**src/rtl/ucounter_seq_pkg.sv**
```systemverilog
// ucounter_seq_pkg: opcodes, status codes and FSM encoding for the counter sequencer
package ucounter_seq_pkg;
  localparam logic [1:0] OP_LOAD  = 2'b00;
  localparam logic [1:0] OP_STEP  = 2'b01;
  localparam logic [1:0] OP_RUNTO = 2'b10;
  localparam logic [1:0] OP_NOP   = 2'b11;
  localparam logic [1:0] ST_OK      = 2'b00;
  localparam logic [1:0] ST_WRAPPED = 2'b01;
  localparam logic [1:0] ST_STOPPED = 2'b10;
  localparam logic [1:0] ST_ABORTED = 2'b11;
  typedef enum logic [2:0] {S_IDLE, S_LOAD, S_STEP, S_RUN, S_DONE} state_t;
endpackage

```
**src/rtl/seq_step_cnt.sv**
```systemverilog
// seq_step_cnt: loadable down-counter with saturating decrement and zero flag
module seq_step_cnt #(
  parameter int W = 17
) (
  input  logic         clk,
  input  logic         reset,
  input  logic         i_load,
  input  logic [W-1:0] i_val,
  input  logic         i_dec,
  output logic         o_zero
);
  logic [W-1:0] r_cnt;
  assign o_zero = r_cnt == '0;
  always_ff @(posedge clk)
    r_cnt <= reset ? '0 : i_load ? i_val : (i_dec && !o_zero) ? r_cnt - 1'b1 : r_cnt;
endmodule

```
**src/rtl/ucounter_seq.sv**
```systemverilog
// ucounter_seq: one-command-at-a-time sequencer driving the ucounter16 control pins
module ucounter_seq
  import ucounter_seq_pkg::*;
#(
  parameter int WIDTH     = 16,
  parameter int RUN_LIMIT = 65536
) (
  input  logic             clk,
  input  logic             reset,
  input  logic             cmd_valid,
  output logic             cmd_ready,
  input  logic [1:0]       cmd_op,
  input  logic [WIDTH-1:0] cmd_arg,
  input  logic             cmd_dir,
  input  logic             cmd_wrap,
  input  logic             abort,
  input  logic [WIDTH-1:0] cnt_value,
  input  logic             cnt_overflow,
  output logic             ctr_load_n,
  output logic [WIDTH-1:0] ctr_preld,
  output logic             ctr_updown,
  output logic             ctr_wrapstop_n,
  output logic             ctr_carry_in,
  output logic             busy,
  output logic             done,
  output logic [1:0]       done_status
);
  state_t           r_state, w_state_nxt;
  logic [WIDTH-1:0] r_arg;
  logic             r_dir, r_wrap, r_wrapped;
  logic [1:0]       r_status, w_status_nxt;
  logic             w_accept, w_match, w_zero, w_ovf, w_stop;
  logic [WIDTH:0]   w_load_val;
  assign w_accept = cmd_valid & cmd_ready;
  assign w_match  = cnt_value == r_arg;
  assign w_ovf    = cnt_overflow & ctr_carry_in;
  assign w_stop   = w_ovf & ~r_wrap;
  // STEP ends on the cycle the remaining count is zero, so preload n-1; RUN gates enable once the limit is spent
  assign w_load_val = cmd_op == OP_RUNTO ? (WIDTH+1)'(RUN_LIMIT) : {1'b0, cmd_arg} - 1'b1;
  assign cmd_ready      = r_state == S_IDLE && !reset;
  assign busy           = r_state != S_IDLE;
  assign done           = r_state == S_DONE;
  assign done_status    = r_status;
  assign ctr_load_n     = !(r_state == S_LOAD && !abort);
  assign ctr_preld      = r_arg;
  assign ctr_updown     = r_dir;
  assign ctr_wrapstop_n = r_wrap;
  assign ctr_carry_in   = !abort && (r_state == S_STEP || (r_state == S_RUN && !w_match && !w_zero));
  seq_step_cnt #(.W(WIDTH + 1)) u_step_cnt (
    .clk    (clk),
    .reset  (reset),
    .i_load (w_accept),
    .i_val  (w_load_val),
    .i_dec  (ctr_carry_in),
    .o_zero (w_zero)
  );
  always_comb begin
    w_state_nxt  = r_state;
    w_status_nxt = r_status;
    case (r_state)
      S_IDLE: begin
        w_status_nxt = ST_OK;
        if (w_accept)
          w_state_nxt = cmd_op == OP_LOAD ? S_LOAD : cmd_op == OP_RUNTO ? S_RUN :
                        (cmd_op == OP_STEP && cmd_arg != '0) ? S_STEP : S_DONE;
      end
      S_LOAD: begin
        w_state_nxt  = S_DONE;
        w_status_nxt = abort ? ST_ABORTED : ST_OK;
      end
      S_STEP: begin
        w_status_nxt = abort ? ST_ABORTED : w_stop ? ST_STOPPED : (r_wrapped || w_ovf) ? ST_WRAPPED : ST_OK;
        if (abort || w_stop || w_zero) w_state_nxt = S_DONE;
      end
      S_RUN: begin
        w_status_nxt = abort ? ST_ABORTED : w_match ? (r_wrapped ? ST_WRAPPED : ST_OK) :
                       w_stop ? ST_STOPPED : ST_ABORTED;
        if (abort || w_match || w_stop || w_zero) w_state_nxt = S_DONE;
      end
      default: w_state_nxt = S_IDLE;
    endcase
  end
  always_ff @(posedge clk) begin
    if (reset) begin
      r_state   <= S_IDLE;
      r_arg     <= '0;
      r_dir     <= 1'b1;
      r_wrap    <= 1'b1;
      r_wrapped <= 1'b0;
      r_status  <= ST_OK;
    end else begin
      r_state   <= w_state_nxt;
      r_wrapped <= w_accept ? 1'b0 : r_wrapped | (w_ovf & r_wrap);
      if (w_state_nxt == S_DONE && r_state != S_DONE) r_status <= w_status_nxt;
      if (w_accept) begin
        r_arg  <= cmd_arg;
        r_dir  <= cmd_dir;
        r_wrap <= cmd_wrap;
      end
    end
  end
endmodule
```
**config.mk**
```make
export PLATFORM = sky130hd
export DESIGN_NAME = ucounter_seq
export DESIGN_NICKNAME = d
export VERILOG_FILES = /design/src/rtl/ucounter_seq_pkg.sv /design/src/rtl/seq_step_cnt.sv /design/src/rtl/ucounter_seq.sv
export SDC_FILE = /design/constraint.sdc
export NUM_CORES = 1
export LEC_CHECK = 0
export ABC_AREA = 1
export CAP_MARGIN = 15
export CORE_MARGIN = 3
export CORE_UTILIZATION = 25
export DETAILED_ROUTE_END_ITERATION = 7
export GPL_TIMING_DRIVEN = 0
export REMOVE_ABC_BUFFERS = 1
export SYNTH_ARGS = -nofsm -noshare
export SYNTH_HDL_FRONTEND = slang
export SYNTH_SLANG_ARGS = --single-unit
```
**constraint.sdc**
```tcl
create_clock -name clk -period 2.2 [get_ports clk]
set_input_delay 0.22 -clock clk [delete_from_list [all_inputs] [get_ports clk]]
set_output_delay 0.22 -clock clk [all_outputs]
set_load 0.005 [all_outputs]
```
## Word-level counts from Yosys, hierarchy flattened

Cells that the tools add are included.

| operators by class | value |
|---|---|
| eq/ne operators | 9 |
| reduce and logical (&&, ||, !) cells | 29 |
| bitwise operators | 6 |
| add/sub/neg operators | 2 |
| mux-type cells | 19 |

Operator list:

| cell | number |
|---|---|
| $mux 17 | 3 |
| $mux 3 | 6 |
| $logic_not 17->1 | 1 |
| $sub 16x1->17 const B | 1 |
| $sub 17x1->17 const B | 1 |
| $eq 16x16->1 | 1 |
| $reduce_bool 16->1 | 1 |
| $pmux 3 s4 | 1 |
| $mux 2 | 5 |
| $logic_and 1x1->1 | 8 |
| $pmux 2 s4 | 1 |
| $logic_or 1x1->1 | 7 |
| $eq 3x2->1 const B | 2 |
| $eq 3x3->1 const B | 2 |
| $logic_not 1->1 | 5 |
| $and 1x1->1 | 4 |
| $reduce_bool 4->1 | 1 |
| $eq 3x1->1 const B | 1 |
| $logic_not 3->1 | 1 |
| $mux 1 | 3 |
| $ne 3x3->1 const B | 1 |
| $reduce_bool 3->1 | 1 |
| $eq 2x1->1 const B | 1 |
| $eq 2x2->1 const B | 1 |
| 6 further kinds | 6 |

| word-level totals | value |
|---|---|
| word-level logic and storage cells | 72 |
| register bits after elaboration | 41 |
| output and inout bits | 25 |
| bits of input ports | 41 |

## Depth between registers and ports, before layout

Gate-level depths: netlist (run 1).

| depth | value |
|---|---|
| depth after elaboration | 15 |
| gate-level depth with buffers | 17 |
| depth with buffers taken out | 17 |

## Cells and area by module

From an unflattened synthesis (run 1), not the netlist that was laid out.

| unflattened totals | value |
|---|---|
| cell total of the unflattened synthesis | 521 |
| area, all modules | 3,067.9 um^2 |

By module, submodules not included:

| module | times used | area an instance (um^2) | cells an instance | seq. area each (um^2) |
|---|---|---|---|---|
| ucounter_seq | 1 | 1,826.8 | 314 | 480.5 |
| seq_step_cnt | 1 | 1,241.2 | 207 | 340.3 |

## Worst setup path after synthesis (run 1)

No wires, ideal clock.

| timing | value |
|---|---|
| path kind | reg2reg |
| start | register u_step_cnt.r_cnt[0] |
| end | register u_step_cnt.r_cnt[12] |
| arrival | 1.589 ns |
| cell stages (with the launch flop) | 12 |
| path buffers | 0 |
| library setup time | 0.122 ns |
| required time | 2.078 ns |
| period minus slack after synthesis | 1.712 ns |
| slack | 0.488 ns |
| cell sequence | dfxtp_1 inv_1 ha_1 nand2_2 or3_4 nor2_4 nand2_1 nor2_1 nand2_1 xor2_1 nand2_1 a31oi_1 |

| on the way | value |
|---|---|
| cells in the longest elaborated chain, start to end | 7 |
| elaborated cells between the ends (all ways) | 10 |
| classes of those cells | add/sub (1); mux (2); reduce/logical (7) |

RTL lines:

| item | line | text |
|---|---|---|
| start, declared | seq_step_cnt.sv:12 | `logic [W-1:0] r_cnt;` |
| start signal, assigned | seq_step_cnt.sv:15 | `r_cnt <= reset ? '0 : i_load ? i_val : (i_dec && !o_zero) ? r_cnt - 1'b1 : r_cnt;` |
| branches (longest 7 deep; another with $sub 17x1->17) | -- |  |

Parallel ways; which one is timed is not known. The select of a mux whose other input is x is not followed.
A chain may end at the register's enable or synchronous reset.

## Final worst setup path (run 1)

| timing | value |
|---|---|
| start | input port cnt_value[12] |
| end | output port ctr_carry_in |

| on the way | value |
|---|---|
| cells in the longest elaborated chain, start to end | 6 |

RTL lines:

| item | line | text |
|---|---|---|
| start, declared | ucounter_seq.sv:17 | `input logic [WIDTH-1:0] cnt_value,` |
| $eq 16x16->1 | ucounter_seq.sv:35 | `assign w_match = cnt_value == r_arg;` |
| $logic_not 1->1 | ucounter_seq.sv:48 | `assign ctr_carry_in = !abort && (r_state == S_STEP \|\| (r_state == S_RUN && !w_match && !w_zero));` |
| $logic_and 1x1->1 (2 in series) | ucounter_seq.sv:48 |  |
| $logic_or 1x1->1 | ucounter_seq.sv:48 |  |
| $logic_and 1x1->1 | ucounter_seq.sv:48 |  |
| end, declared | ucounter_seq.sv:23 | `output logic ctr_carry_in,` |

No other way between the ends.

==> impl_metrics.tcl, run 1 <==
set metrics [dict create \
    worstSkewPairLatency_ns 0.29 \
    start_kind "input pin" \
    max-cap-violations 0 \
    clk_path_buf_depth 2 \
    io_pins 66 \
    area_growth_pct 31.1 \
    syn_inst 443 \
    grt_first_pass_wirelength_um 13400 \
    synth_warnings 0 \
    crit_buf_inv 3 \
    ys_types 43 \
    critPathRequiredTime_ns 1.98 \
    syn_area_per_cell_um2 6.60 \
    arrival_ns 1.79 \
    gr-total-overflow 0 \
    rsz0062_at_grt "no" \
    crit_family "buffers and inverters" \
    n_fill_cell 1227 \
    finalCriticalPeriod_ns 2.01 \
    root_buffer "clkbuf_16" \
    cts_tree "done" \
    post-route-period-util 0.912 \
    outcome "complete, no violations" \
    fmax_mhz 498 \
    ir_worst_vdd_mv 0.317 \
    drc 0 \
    syn_area_mm2 0.00292 \
    post_drt_wl_per_cell_um 12.2 \
    clk_pin_slew_worst_paths_ns 0.06 \
    use_met1 0.154 \
    regArea_um2 821 \
    use_met3 0.0233 \
    synth-seq-cells 41 \
    fin_nets 550 \
    portBuffers 65 \
    start_util 0.263 \
    crit_path_end_kind "output port" \
    track_usage 0.123 \
    die_h_um 114 \
    globalRoute.busiestLayer "met2" \
    vias_per_cell 4.57 \
    holdWs_ns 0.483 \
    grt_pass1_vias 2908 \
    hp-class "flop to flop" \
    path_class "input pin to output port" \
    worst_slew_margin_rel 0.721 \
    maxSlewViolCount 0 \
    placementRows 38 \
    mostFrequentLayoutCell "nand2_1" \
    setup_viol 0 \
    synth-edff-count 0 \
    antenna_found_initial 0 \
    worstMarginPinSlew_ns 0.417 \
    die_w_um 114 \
    finalWeightedCongestion 0.825 \
    cpPeakStageDelay_ns 0.48 \
    grt_max_degree 37 \
    cts_sinks 41 \
    final_antenna_net_count 0 \
    crit_top_cell "nand2_1" \
    critPathMaxFanout 4 \
    layout-drive-gt1-share 0.115 \
    cts_made_buffers 5 \
    synthFlopType "dfxtp_1" \
    antenna_cells 0 \
    core_mm2 0.0111 \
    timing.final.ws_setup_ns 0.193 \
    crit_chain "clkdlybuf4s50_1, inv_1, nand2_1, nand2_1, nor2_1, nand2_1, nor2_2, nand2_2, nand2_2, a21boi_4, dlygate4sd2_1" \
    cpMaxStageDelayCell "clkdlybuf4s50_1" \
    multi_input_area_mm2 0.00173 \
    drt_iter0_drc 225 \
    dp_hpwl_um 5980 \
    synthArstFlopShare 0 \
    p_leak_nw 1.68 \
    routed_wl_um 7880 \
    hold_viol 0 \
    use_met2 0.215 \
    cts_htree_levels 2 \
    via_count 2951 \
    ys_seq_area_frac 0.281 \
    drt-pass1-iter-count 4 \
    most-common-layout-cells "nand2_1 (87), inv_1 (72), clkdlybuf4s50_1 (64)" \
    die_area_mm2 0.0130 \
    skew_ns 0.00787 \
    cts_hold_buf 0 \
    place_ws_ns -0.258 \
    power.density_mw_per_mm2 601 \
]
-- where the power goes --
group,leakage [nW],switching (mW),total [mW],internal [mW]
clock network,0.0641,0.307,0.729,0.422
registers,0.337,0.0608,0.869,0.808
logic,1.28,0.387,0.708,0.321
total,1.68,0.754,2.31,1.55
-- Yosys cell counts, types with 4 or more instances --
cell type,instances,share of area
nor2_4,4,0.015
o22ai_1,16,0.034
nor2_1,63,0.081
inv_2,9,0.012
buf_6,4,0.015
a31oi_1,7,0.015
o21ai_0,22,0.038
inv_1,73,0.094
a21oi_2,5,0.015
o21ai_1,12,0.021
nor3_1,4,0.0068
nand2_2,7,0.015
nand4_1,5,0.011
nand2_1,88,0.11
nand3_1,13,0.022
a21oi_1,14,0.024
ha_1,4,0.017
a211oi_2,4,0.017
dfxtp_1,41,0.28
xor2_1,12,0.036
-- cell type report --
| class | instances | area share |
|---|---|---|
| Clock buffer | 7 | 0.0346 |
| Tap cell | 140 | 0.0457 |
| Inverter | 83 | 0.0829 |
| Timing Repair Buffer | 65 | 0.169 |
| Multi-Input combinational cell | 309 | 0.451 |
| Clock inverter | 1 | 0.00196 |
| Sequential cell | 41 | 0.214 |
-- final timing paths --
| path | startpoint | to | slack [ns] | depth (start not counted) |
|---|---|---|---|---|
| worst min register to register | ctr_updown | ctr_updown | 0.48 | 1 |
| worst min-delay path | ctr_updown | ctr_updown | 0.48 | 1 |
| worst max register to register | u_step_cnt.r_cnt[0] | u_step_cnt.r_cnt[1] | 0.21 | 11 |
| worst max-delay path | cnt_value[12] | ctr_carry_in | 0.19 | 11 |
-- sequential cells by signal, indices dropped and copies added (netlist names) --
register and cells:
ctr_preld 16, ctr_updown 1, ctr_wrapstop_n 1, done_status 2, r_state 3, r_wrapped 1
u_step_cnt.r_cnt 17
-- layer usage --
| layer | vias up | routed length (um) |
|---|---|---|
| li1 | 1539 | - |
| met1 | 1332 | 3620 |
| met2 | 71 | 3840 |
| met3 | 9 | 309 |
| met4 | 0 | 104 |
| met5 | - | 0 |
-- per-stage QoR --
stage	std cells	util	instance area, um2	power, mW	TNS [ns]
after floorplan	433	-	2840	1.32	0
after global placement	638	0.330	3670	1.57	-4.15
after detailed placement	638	0.330	3670	1.58	-3.67
after CTS	646	0.343	3810	2.31	0
after global routing	646	0.344	3830	2.45	0
final	646	0.344	3830	2.31	0
-- kinds of logic after synthesis --
| family | Yosys count | synth area share |
|---|---|---|
| AND/OR/NAND/NOR | 201 | 0.327 |
| buffers and inverters | 93 | 0.135 |
| AO/OA/AOI/OAI | 89 | 0.195 |
| flip-flops | 41 | 0.281 |
| XOR/XNOR | 15 | 0.0449 |
| adder cells (fa/ha/maj) | 4 | 0.0171 |
-- what timing repair did --
action,in CTS,in global routing
resized for setup,3,5
setup endpoints to repair,1,19
setup buffers,0,0
pin swaps,1,0
Power figures use the tool's default switching activity.
==> inputs of run 2 (changes only) <==
Settings changed: SYNTH_HIERARCHICAL from default to 1.
==> run 2 against run 1 <==
Synthesized cell count grew 18%. Global-route usage grew 0.53 points. Flip-flop and latch count did not move. Sequential share of layout area decreased by 1.7 points. Setup slack got worse by 0.12 ns. Critical path type is now flop to output port. Critical endpoint unchanged.
==> impl_metrics.tcl, run 2 <==
set metrics [dict create \
    drc 0 \
    grt_pass1_vias 3134 \
    track_usage 0.129 \
    rr_worst_depth 15 \
    grt_first_pass_wirelength_um 14300 \
    hold_start "cmd_arg[1]" \
    routed_wl_um 9180 \
    start_kind "flop" \
    regMostFlops "u_step_cnt/r_cnt" \
    timing.rr.start "u_step_cnt/r_cnt[0]" \
    ys_seq_area_frac 0.268 \
    timing.final.ws_setup_ns 0.0743 \
    cts_htree_levels 2 \
    post-route-period-util 0.966 \
    clk_path_buf_depth 2 \
    die_w_um 117 \
    design_area_mm2 0.00418 \
    maxSlewViolCount 0 \
    antenna_cells 0 \
    die_h_um 117 \
    synth_common_cells "nand2_1 (155), inv_1 (78), nor2_1 (64)" \
    holdWs_ns 0.402 \
    cts_sinks 41 \
    syn_area_mm2 0.00307 \
    netlist.area_leader.share 0.268 \
    via_count 3443 \
    io_pins 66 \
    met3_length_um 511 \
    layout.cells.non_filler 733 \
    die_area_mm2 0.0136 \
    synth-edff-count 0 \
    holdPathEnd "ctr_preld[1]" \
    antenna_found_initial 0 \
    hold_viol 0 \
    setup_viol 0 \
    worst_slew_margin_rel 0.625 \
    r2r_end "u_step_cnt/r_cnt[3]" \
    p_leak_nw 1.95 \
    cts_tree "done" \
    max-cap-violations 0 \
    final_antenna_net_count 0 \
    synthAdderAreaFrac 0.0122 \
    synthFlopType "dfxtp_1" \
    synth.most_common_cell "nand2_1" \
    synth-xor-area-share 0.0143 \
    drt_iter0_drc 265 \
    maxUsedRoutingLayer "met4" \
    cts_hold_buf 0 \
    finalWeightedCongestion 0.859 \
    critPathMaxFanout 7 \
    vias_per_cell 4.70 \
    outcome "complete, no violations" \
    drt-pass1-iter-count 5 \
    ir_worst_vdd_mv 0.353 \
    worstMarginPinSlew_ns 0.560 \
    worstSkewPairLatency_ns 0.29 \
    synth_top_family_by_area "simple AND/OR/NAND/NOR gates" \
    finalCriticalPeriod_ns 2.13 \
    critPathRequiredTime_ns 1.98 \
    hp-class "input pin to flop" \
    largest_register_ffs 17 \
    layout-drive-gt1-share 0.124 \
    ys_types 41 \
    wl_met1_um 4320 \
    finalPower_mw 2.46 \
    root_buffer "clkbuf_16" \
    fmax_mhz 470 \
    crit_chain "inv_2, ha_4, nand2_4, nor2_8, nand3_4, inv_4, nor3_4, nand2_2, a21oi_4, dlygate4sd2_1" \
    cpMaxStageDelayCell "dfxtp_2" \
    dp.cells 718 \
    area_growth_pct 36.4 \
    cts_made_buffers 5 \
    synthArstFlopShare 0 \
    skew_ns 0.00969 \
    portBuffers 65 \
    core_mm2 0.0117 \
    yosys-top-cells-area "dfxtp_1 (27%), nand2_1 (19%), inv_1 (9.5%)" \
    dpl_cell_area_mm2 0.00384 \
    synth-seq-cells 41 \
    place_ws_ns -1.90 \
    most-common-layout-cells "nand2_1 (151), inv_1 (75), nor2_1 (59), clkdlybuf4s50_1 (59)" \
    yosys.area_share.simple 0.424 \
    tns_ns 0 \
    hold_depth 3 \
    dp_hpwl_um 6660 \
    synth_warnings 6 \
    placementRows 39 \
    power.density_mw_per_mm2 588 \
    crit_path_end_kind "output port" \
    utilization 0.357 \
    syn_area_per_cell_um2 5.89 \
    fin_nets 634 \
    grt_max_degree 36 \
    mostFrequentLayoutCell "nand2_1" \
    arrival_ns 1.91 \
    synth.largest_area_cell "dfxtp_1" \
    clk_pin_slew_worst_paths_ns 0.06 \
    path_class "flop to output port" \
    gr-total-overflow 0 \
    syn_inst 521 \
    route.met2.wl_um 4250 \
    ff2ff_setup_slack_ns 0.09 \
    synth_compound_area_frac 0.160 \
    start_util 0.262 \
    synthMuxAreaShare 0 \
    post_drt_wl_per_cell_um 12.5 \
    cpPeakStageDelay_ns 0.33 \
]
## run 2: worst max path at each step
stage,endpoint,slack (ns),start,cells past startpoint
after detailed placement,u_step_cnt/r_cnt[10],-1.90,reset,9
after floorplan,u_step_cnt/r_cnt[9],-0.36,r_state[0],9
final,ctr_carry_in,0.07,u_step_cnt/r_cnt[0],10
after global placement,u_step_cnt/r_cnt[2],-1.87,reset,9
after CTS,u_step_cnt/r_cnt[15],-0.005,cmd_arg[0],13
after global routing,u_step_cnt/r_cnt[3],-0.05,u_step_cnt/r_cnt[0],15
## run 2: routing by layer
metal / vias to the layer above / track usage
li1: 1775 / -
met1: 1573 / 0.171
met2: 86 / 0.215
met3: 9 / 0.0242
met4: 0 / 0.0336
met5: - / 0
## run 2: cells by family after synthesis
kind of cell	Yosys count
and+or+nand+nor	287
buffers and inverters	95
AOI/OAI and AO/OA	90
DFF	41
xor gates and xnor gates	5
adders and majority gates	3
## run 2: cell type report
| cell class | instances | area, um2 |
|---|---|---|
| Fill cell | 1244 | 7530 |
| Multi-Input combinational cell | 387 | 1990 |
| Sequential cell | 41 | 823 |
| Timing Repair Buffer | 71 | 709 |
| Inverter | 84 | 338 |
| Tap cell | 143 | 179 |
| Clock buffer | 7 | 143 |
## run 2: timing repair
action	4_1_cts	5_1_grt
cloned	0	2
gates resized for setup	18	26
pin swaps	4	12
hold endpoints to repair	0	0
setup buffers	4	2
setup endpoints to repair	42	22
## run 2: power breakdown
group	leakage (nW)	internal, mW	switching (mW)
Clock	0.0700	0.446	0.296
Combinational	1.54	0.364	0.494
Sequential	0.337	0.804	0.0565
## run 2: worst max-delay path, delay by kind of cell, from the launching register on
family	cells	cell delay, ns
flip-flops	1	0.33
buffers and inverters	3	0.37
adder cells (fa/ha/maj)	1	0.17
AND/OR/NAND/NOR	5	0.60
AO/OA/AOI/OAI	1	0.15
==> inputs of run 3 (changes only) <==
Settings changed: SLEW_MARGIN from default to 10.
==> results of run 3 <==
Final layout, timing and power as in run 2 (identical DEF).
